<file path="src/rtl/pipelined_prefix_adder.sv">
// Add/subtract with a Sklansky carry tree split across STAGES registers; results carry cout, ovf, zero.
// Latency STAGES cycles, one result per cycle; per-stage valid bits stall upstream only when a stage is full.
module pipelined_prefix_adder #(
  parameter int WIDTH  = 32,
  parameter int STAGES = 2
) (
  input  logic             clk,
  input  logic             reset,
  input  logic             in_valid,
  output logic             in_ready,
  input  logic [WIDTH-1:0] a,
  input  logic [WIDTH-1:0] b,
  input  logic             cin,
  input  logic             op,
  output logic             out_valid,
  input  logic             out_ready,
  output logic [WIDTH-1:0] s,
  output logic             cout,
  output logic             ovf,
  output logic             zero
);

  localparam int LEVELS = $clog2(WIDTH);

  typedef struct packed {
    logic [WIDTH-1:0] g;
    logic [WIDTH-1:0] p;
    logic [WIDTH-1:0] h;
    logic             c0;
  } node_t;

  // Register r (r < STAGES-1) sits after tree level ((r+1)*LEVELS)/STAGES; -1 means no register there.
  function automatic int reg_slot(input int m);
    int slot;
    slot = -1;
    for (int r = 0; r < STAGES - 1; r++) begin
      if (((r + 1) * LEVELS) / STAGES == m) slot = r;
    end
    return slot;
  endfunction

  logic [STAGES-1:0] vld;
  logic [STAGES-1:0] vin;
  logic [STAGES-1:0] en;
  logic [STAGES:0]   rdy;

  always_comb begin
    rdy          = '0;
    vin          = '0;
    en           = '0;
    rdy[STAGES]  = out_ready;
    vin[0]       = in_valid;
    for (int r = 1; r < STAGES; r++) begin
      vin[r] = vld[r-1];
    end
    for (int r = STAGES - 1; r >= 0; r--) begin
      rdy[r] = !vld[r] || rdy[r+1];
      en[r]  = rdy[r] && vin[r];
    end
  end

  assign in_ready  = rdy[0];
  assign out_valid = vld[STAGES-1];

  always_ff @(posedge clk) begin
    if (reset) begin
      vld <= '0;
    end else begin
      for (int r = 0; r < STAGES; r++) begin
        if (rdy[r]) vld[r] <= vin[r];
      end
    end
  end

  for (genvar m = 0; m <= LEVELS; m++) begin : g_lvl
    localparam int SLOT = reg_slot(m);
    node_t comb_n;
    node_t src_n;

    if (m == 0) begin : g_pre
      logic [WIDTH-1:0] bb;
      logic             c0;
      assign bb = op ? ~b : b;
      assign c0 = op ? ~cin : cin;
      // Carry-in is folded into bit 0's generate so every final G is a true carry out.
      always_comb begin
        comb_n.h    = a ^ bb;
        comb_n.p    = a ^ bb;
        comb_n.g    = a & bb;
        comb_n.g[0] = (a[0] & bb[0]) | ((a[0] ^ bb[0]) & c0);
        comb_n.c0   = c0;
      end
    end else begin : g_tree
      localparam int J = m - 1;
      node_t prv;
      assign prv = g_lvl[m-1].src_n;
      for (genvar i = 0; i < WIDTH; i++) begin : g_bit
        if (((i >> J) & 1) == 1) begin : g_op
          localparam int K = ((i >> J) << J) - 1;
          assign comb_n.g[i] = prv.g[i] | (prv.p[i] & prv.g[K]);
          assign comb_n.p[i] = prv.p[i] & prv.p[K];
        end else begin : g_pass
          assign comb_n.g[i] = prv.g[i];
          assign comb_n.p[i] = prv.p[i];
        end
      end
      assign comb_n.h  = prv.h;
      assign comb_n.c0 = prv.c0;
    end

    if (SLOT >= 0) begin : g_reg
      node_t q;
      always_ff @(posedge clk) begin
        if (en[SLOT]) q <= comb_n;
      end
      assign src_n = q;
    end else begin : g_thru
      assign src_n = comb_n;
    end
  end

  node_t            fin;
  logic [WIDTH-1:0] sum_d;
  logic             cout_d;
  logic             ovf_d;
  logic             zero_d;
  logic             unused_p;

  assign fin      = g_lvl[LEVELS].src_n;
  assign sum_d    = fin.h ^ {fin.g[WIDTH-2:0], fin.c0};
  assign cout_d   = fin.g[WIDTH-1];
  assign ovf_d    = fin.g[WIDTH-1] ^ fin.g[WIDTH-2];
  assign zero_d   = (sum_d == '0);
  // Group propagates are dead once every carry is resolved.
  assign unused_p = &fin.p;

  always_ff @(posedge clk) begin
    if (reset) begin
      s    <= '0;
      cout <= 1'b0;
      ovf  <= 1'b0;
      zero <= 1'b0;
    end else if (en[STAGES-1]) begin
      s    <= sum_d;
      cout <= cout_d;
      ovf  <= ovf_d;
      zero <= zero_d;
    end
  end

endmodule

</file>
<file path="config.mk">
export PLATFORM = sky130hd
export DESIGN_NAME = pipelined_prefix_adder
export DESIGN_NICKNAME = d
export VERILOG_FILES = /design/src/rtl/pipelined_prefix_adder.sv
export SDC_FILE = /design/constraint.sdc
export NUM_CORES = 1
export LEC_CHECK = 0
export CAP_MARGIN = 20
export CORE_ASPECT_RATIO = 1.5
export CORE_UTILIZATION = 35
export DETAILED_ROUTE_END_ITERATION = 16
export GPL_TIMING_DRIVEN = 0
export HOLD_SLACK_MARGIN = 0.06
export RECOVER_POWER = 50
export SETUP_SLACK_MARGIN = 0.2
export SLEW_MARGIN = 20
export SYNTH_ARGS = -nofsm -noshare
export SYNTH_HDL_FRONTEND = slang
export SYNTH_SLANG_ARGS = --single-unit
</file>
<file path="constraint.sdc">
create_clock -name clk -period 3.1 [get_ports clk]
set_input_delay 0.465 -clock clk [delete_from_list [all_inputs] [get_ports clk]]
set_output_delay 0.465 -clock clk [all_outputs]
set_load 0.01 [all_outputs]
</file>
Word level (Yosys, flattened, before mapping)
Cells that the tools add are included. Widths: inputs -> output; s select.

Word-level logic and storage cells: 241. Bits in registers: 134.

Reduce and logical (&&, ||, !) cells: 7. Bitwise operators: 222. Mux-type cells: 2.

Operators by type and width (number): $and 1x1->1 (134); $or 1x1->1 (81); $xor 32x32->32 (2); $and 32x32->32 (1); $logic_not 32->1 (1); $mux 32 (1); $not 32->32 (1); $logic_and 1x1->1 (2); $logic_not 1->1 (2); $logic_or 1x1->1 (2); $xor 1x1->1 (2); $mux 1 (1); $not 1->1 (1).

Longest topological paths before layout
Word-level depth: 9. Gate-level depth with buffers: 10.

Worst setup path before layout
Ideal clock, no wire load.

Kind: input-to-reg. Start: input port out_ready. End: register g_lvl[2].g_reg.q, in the netlist fin[0], enable pin. Required time: 2646 ps. Stages: 3. Setup slack: -45 ps. Data arrival time: 2690 ps. Library setup time: 454 ps. Cells stage by stage: nor2b_1 nand2_1 and2_1.

Longest elaborated chain between the ends: 3.

Ends and longest elaborated chain: start: declaration (RTL line 16) `input logic out_ready,`; $logic_or 1x1->1 (2 in a row) (RTL line 57) `rdy[r] = !vld[r] || rdy[r+1];`; named net in_ready (RTL line 10) `output logic in_ready,`; $logic_and 1x1->1 (RTL line 58) `en[r] = rdy[r] && vin[r];`; named net en[0] (RTL line 44) `logic [STAGES-1:0] en;`; end signal: assignment (RTL line 114) `if (en[SLOT]) q <= comb_n;`; end: declaration (RTL line 112) `node_t q;`.

The timed path passes the listed nets, and every way through them passes these cells. A chain may end at the register's enable or synchronous reset.

Final worst setup path
Start: register g_lvl[2].g_reg.q, in the netlist fin[68]. End: register zero.

Longest elaborated chain between the ends: 8.

Ends and longest elaborated chain: $and 1x1->1 (RTL line 100) `assign comb_n.g[i] = prv.g[i] | (prv.p[i] & prv.g[K]);`; $or 1x1->1 (RTL line 100); $and 1x1->1 (RTL line 100); $or 1x1->1 (RTL line 100); $and 1x1->1 (RTL line 100); $or 1x1->1 (RTL line 100); $xor 32x32->32 (*) (RTL line 130) `assign sum_d = fin.h ^ {fin.g[WIDTH-2:0], fin.c0};`; $logic_not 32->1 (*) (RTL line 133) `assign zero_d = (sum_d == '0);`; end signal: assignment (RTL line 147) `zero <= zero_d;`; end: declaration (RTL line 20) `output logic zero`.

Every way passes the cells marked *; elsewhere a longest branch is shown, timed or not.

==> flow_metrics.tcl <==
set metrics [dict create \
    synthFlopType "edfxtp_1" \
    die_area_sq_mm 0.0162 \
    grt_util_all_layers 0.159 \
    hold_slack_ns 0.450 \
    port_buffers 105 \
    ys_warn_count 0 \
    violations "max-capacitance violations, max-slew violations" \
    syn_to_final_growth_pct 36.7 \
    hold-path-endpoint "s[23]" \
    fillers 1360 \
    yosys.area_share.adder 0.0797 \
    place_area_sq_mm 0.00683 \
    worst_path_max_delay_cell "or4_4" \
    drt_iter0_markers 155 \
    muxShareOfSynthArea 0 \
    synth-compound-area-share 0.106 \
    whs_path_depth 2 \
    synth-seq-area-share 0.605 \
    vias 3749 \
    antenna_left 0 \
    antenna_found_initial 0 \
    yosysTopAreaCellShare 0.470 \
    hp-class "reg -> reg" \
    status "complete, but fails checks" \
    r2r_slack_ns 0.25 \
    clk_pin_slew_ns 0.06 \
    syn_inst 444 \
    crit_start "fin[68]" \
    clkSinkCount 123 \
    synth_common_cells "edfxtp_1 (86), nand2_1 (62), a21oi_1 (43)" \
    fin_crit_sh 0.920 \
    synthSimpleGateAreaFrac 0.0997 \
    worstSkewPairLatency_ns 0.41 \
    rows 55 \
    timing.setup.critical_path_class "reg -> reg" \
    grt_overflow 0 \
    max-vdd-ir-drop_mv 0.288 \
    ys_top_cells_by_area "edfxtp_1 (47%), dfxtp_1 (13%), ha_1 (8.0%)" \
    hpwl_microns 9210 \
    skew_ns 0.00714 \
    die_height_microns 155 \
    root_buffer "clkbuf_16" \
    rsz0062_at_grt "yes" \
    yosysTopAreaCell "edfxtp_1" \
    syn_nets 549 \
    setup_violations 0 \
    critPathMaxFanout 3 \
    start_util 0.361 \
    cp_cell_sequence "a21o_4, a31o_4, ha_4, nor2_2, xnor2_1, or4_1, or4_4, nor4_4, nand4_1, o21ai_1" \
    io-pin-count 107 \
    clockBufferDepth 2 \
    fin_total_pwr_uw 4810 \
    rr_worst_depth 10 \
    startpoint_type "flip-flop" \
    wirelength_microns 12100 \
    hold_path_startpoint "s[23]" \
    drtPass1Iterations 4 \
    cts_tree "built" \
    drt-wirelength-per-cell_microns 15.5 \
    synth-edff-count 86 \
    critical-path-max-stage-delay_ns 0.50 \
    yosysMostFrequentCell "edfxtp_1" \
    regToRegEndpoint "zero" \
    n_antenna_cell 0 \
    nNetsFinal 678 \
    synthArstFlopShare 0 \
    p_per_area_mw_per_mm2 640 \
    synthXorXnorAreaFrac 0.0988 \
    ys_seq_elements 123 \
    core-area_sq_mm 0.0152 \
    worstPathArrival_ns 3.19 \
    multi_input_area_sq_mm 0.00217 \
    cp-end-kind "flip-flop" \
    worstMarginPinSlew_ns 1.80 \
    viasPerCell 4.78 \
    cts_max_level 4 \
    grt_pass1_vias 3848 \
    required_ns 3.44 \
    routabilityCongestion 0.807 \
    numCtsBuffers 17 \
    syn_area_per_cell_sq_um 12.4 \
    netlist_area_sq_mm 0.00550 \
    slew_viol_final 38 \
    synth_top_family_by_area "compound AO/OA/AOI/OAI gates" \
    regArea_sq_mm 0.00332 \
    p_leak_uw 0.00301 \
    die_w_microns 104 \
    drive_gt1_frac 0.0751 \
    ys_types 35 \
    finalInstanceArea_sq_mm 0.00751 \
    drc 0 \
    period_needed_ns 2.85 \
    fmax_mhz 351 \
    slew_headroom -0.202 \
    grt_pass1_wl_microns 19300 \
    grt_max_degree 50 \
    hold_viol_final 0 \
    r2r_start "fin[68]" \
    max_cap_violations 1 \
    hold_buffers 0 \
]
cell families after synthesis:
family | count (synthesis)
AO/OA/AOI/OAI | 91
XOR/XNOR | 62
adder cells (fa/ha/maj) | 35
buffers and inverters | 16
flip-flops | 123
AND/OR/NAND/NOR | 117
layout make-up:
type,count,share of cell area
inverter,1,0.000500
clock inverter,12,0.0228
multi-input combinational,305,0.288
buffer,15,0.00749
timing repair buffer,110,0.148
tap,199,0.0331
clock buffer,20,0.0581
sequential,123,0.442
power breakdown:
part           switching [uW]  leakage [uW]  internal [uW]
Clock                     683      0.000293           1340
Sequential               74.7       0.00116           1960
Combinational             380       0.00156            373
Total                    1140       0.00301           3670
worst max-delay path, delay by kind of cell (launching register included):
family | cells | cell delay [ns]
AO/OA/AOI/OAI | 3 | 0.65
XOR/XNOR | 1 | 0.10
adder cells (fa/ha/maj) | 1 | 0.16
flip-flops | 1 | 0.46
AND/OR/NAND/NOR | 5 | 1.42
worst max path at each step:
stage / end
after floorplan: zero
after global placement: zero
after detailed placement: zero
after CTS: zero
after global routing: fin[12]
final: zero
layout by cell type (no fill, tap or decap), types with 2 or more instances in the layout:
cell	Yosys	layout
a21oi_1	43	43
dlygate4sd3_1	0	41
nor4_1	3	2
edfxtp_1	86	86
xnor2_1	27	27
ha_1	35	34
nor2b_1	3	3
or3_1	2	2
a211oi_1	5	5
bufinv_16	0	4
buf_4	0	4
clkdlybuf4s50_1	0	64
dfxtp_1	37	37
a31o_4	1	2
clkinv_4	0	2
clkinv_1	0	2
clkbuf_1	11	17
xor2_1	35	35
clkinv_2	0	2
clkbuf_16	0	17
nor3_1	2	2
nor2_2	0	2
a31oi_1	6	6
and2_1	15	14
a221o_1	2	2
a21oi_2	2	2
nand2_1	62	62
or2_2	2	2
nor2_1	12	10
a21o_1	27	26
or4_1	3	2
and3_1	8	8
flip-flops by register name, indices dropped and copies added (netlist names):
signal	count
cout	1
fin	30
g_lvl.g_reg.q	56
ovf	1
s	32
vld	2
zero	1
routing by layer:
| metal | GRT usage | vias up | part of all wire |
|---|---|---|---|
| met5 | 0 | - | 0 |
| met4 | 0.0653 | 0 | 0.013 |
| met3 | 0.0356 | 17 | 0.039 |
| met2 | 0.310 | 94 | 0.57 |
| met1 | 0.159 | 1773 | 0.38 |
| li1 | - | 1865 | - |
stage by stage:
step,worst slack [ns],TNS (ns),util,instances
2_1_floorplan,0.435,0,-,444
3_3_place_gp,-0.0929,-0.0929,0.447,748
3_5_place_dp,-0.142,-0.142,0.449,749
4_1_cts,0.0960,0,0.494,784
5_1_grt,0.0794,0,0.494,785
6_report,0.249,0,0.494,785
timing repair:
item                                    in CTS  in global routing
gates resized for setup                      7                  1
pin swaps                                    8                  3
setup buffers                                3                  1
endpoints found under the setup margin       1                  1
(Power assumes the default switching activity.)
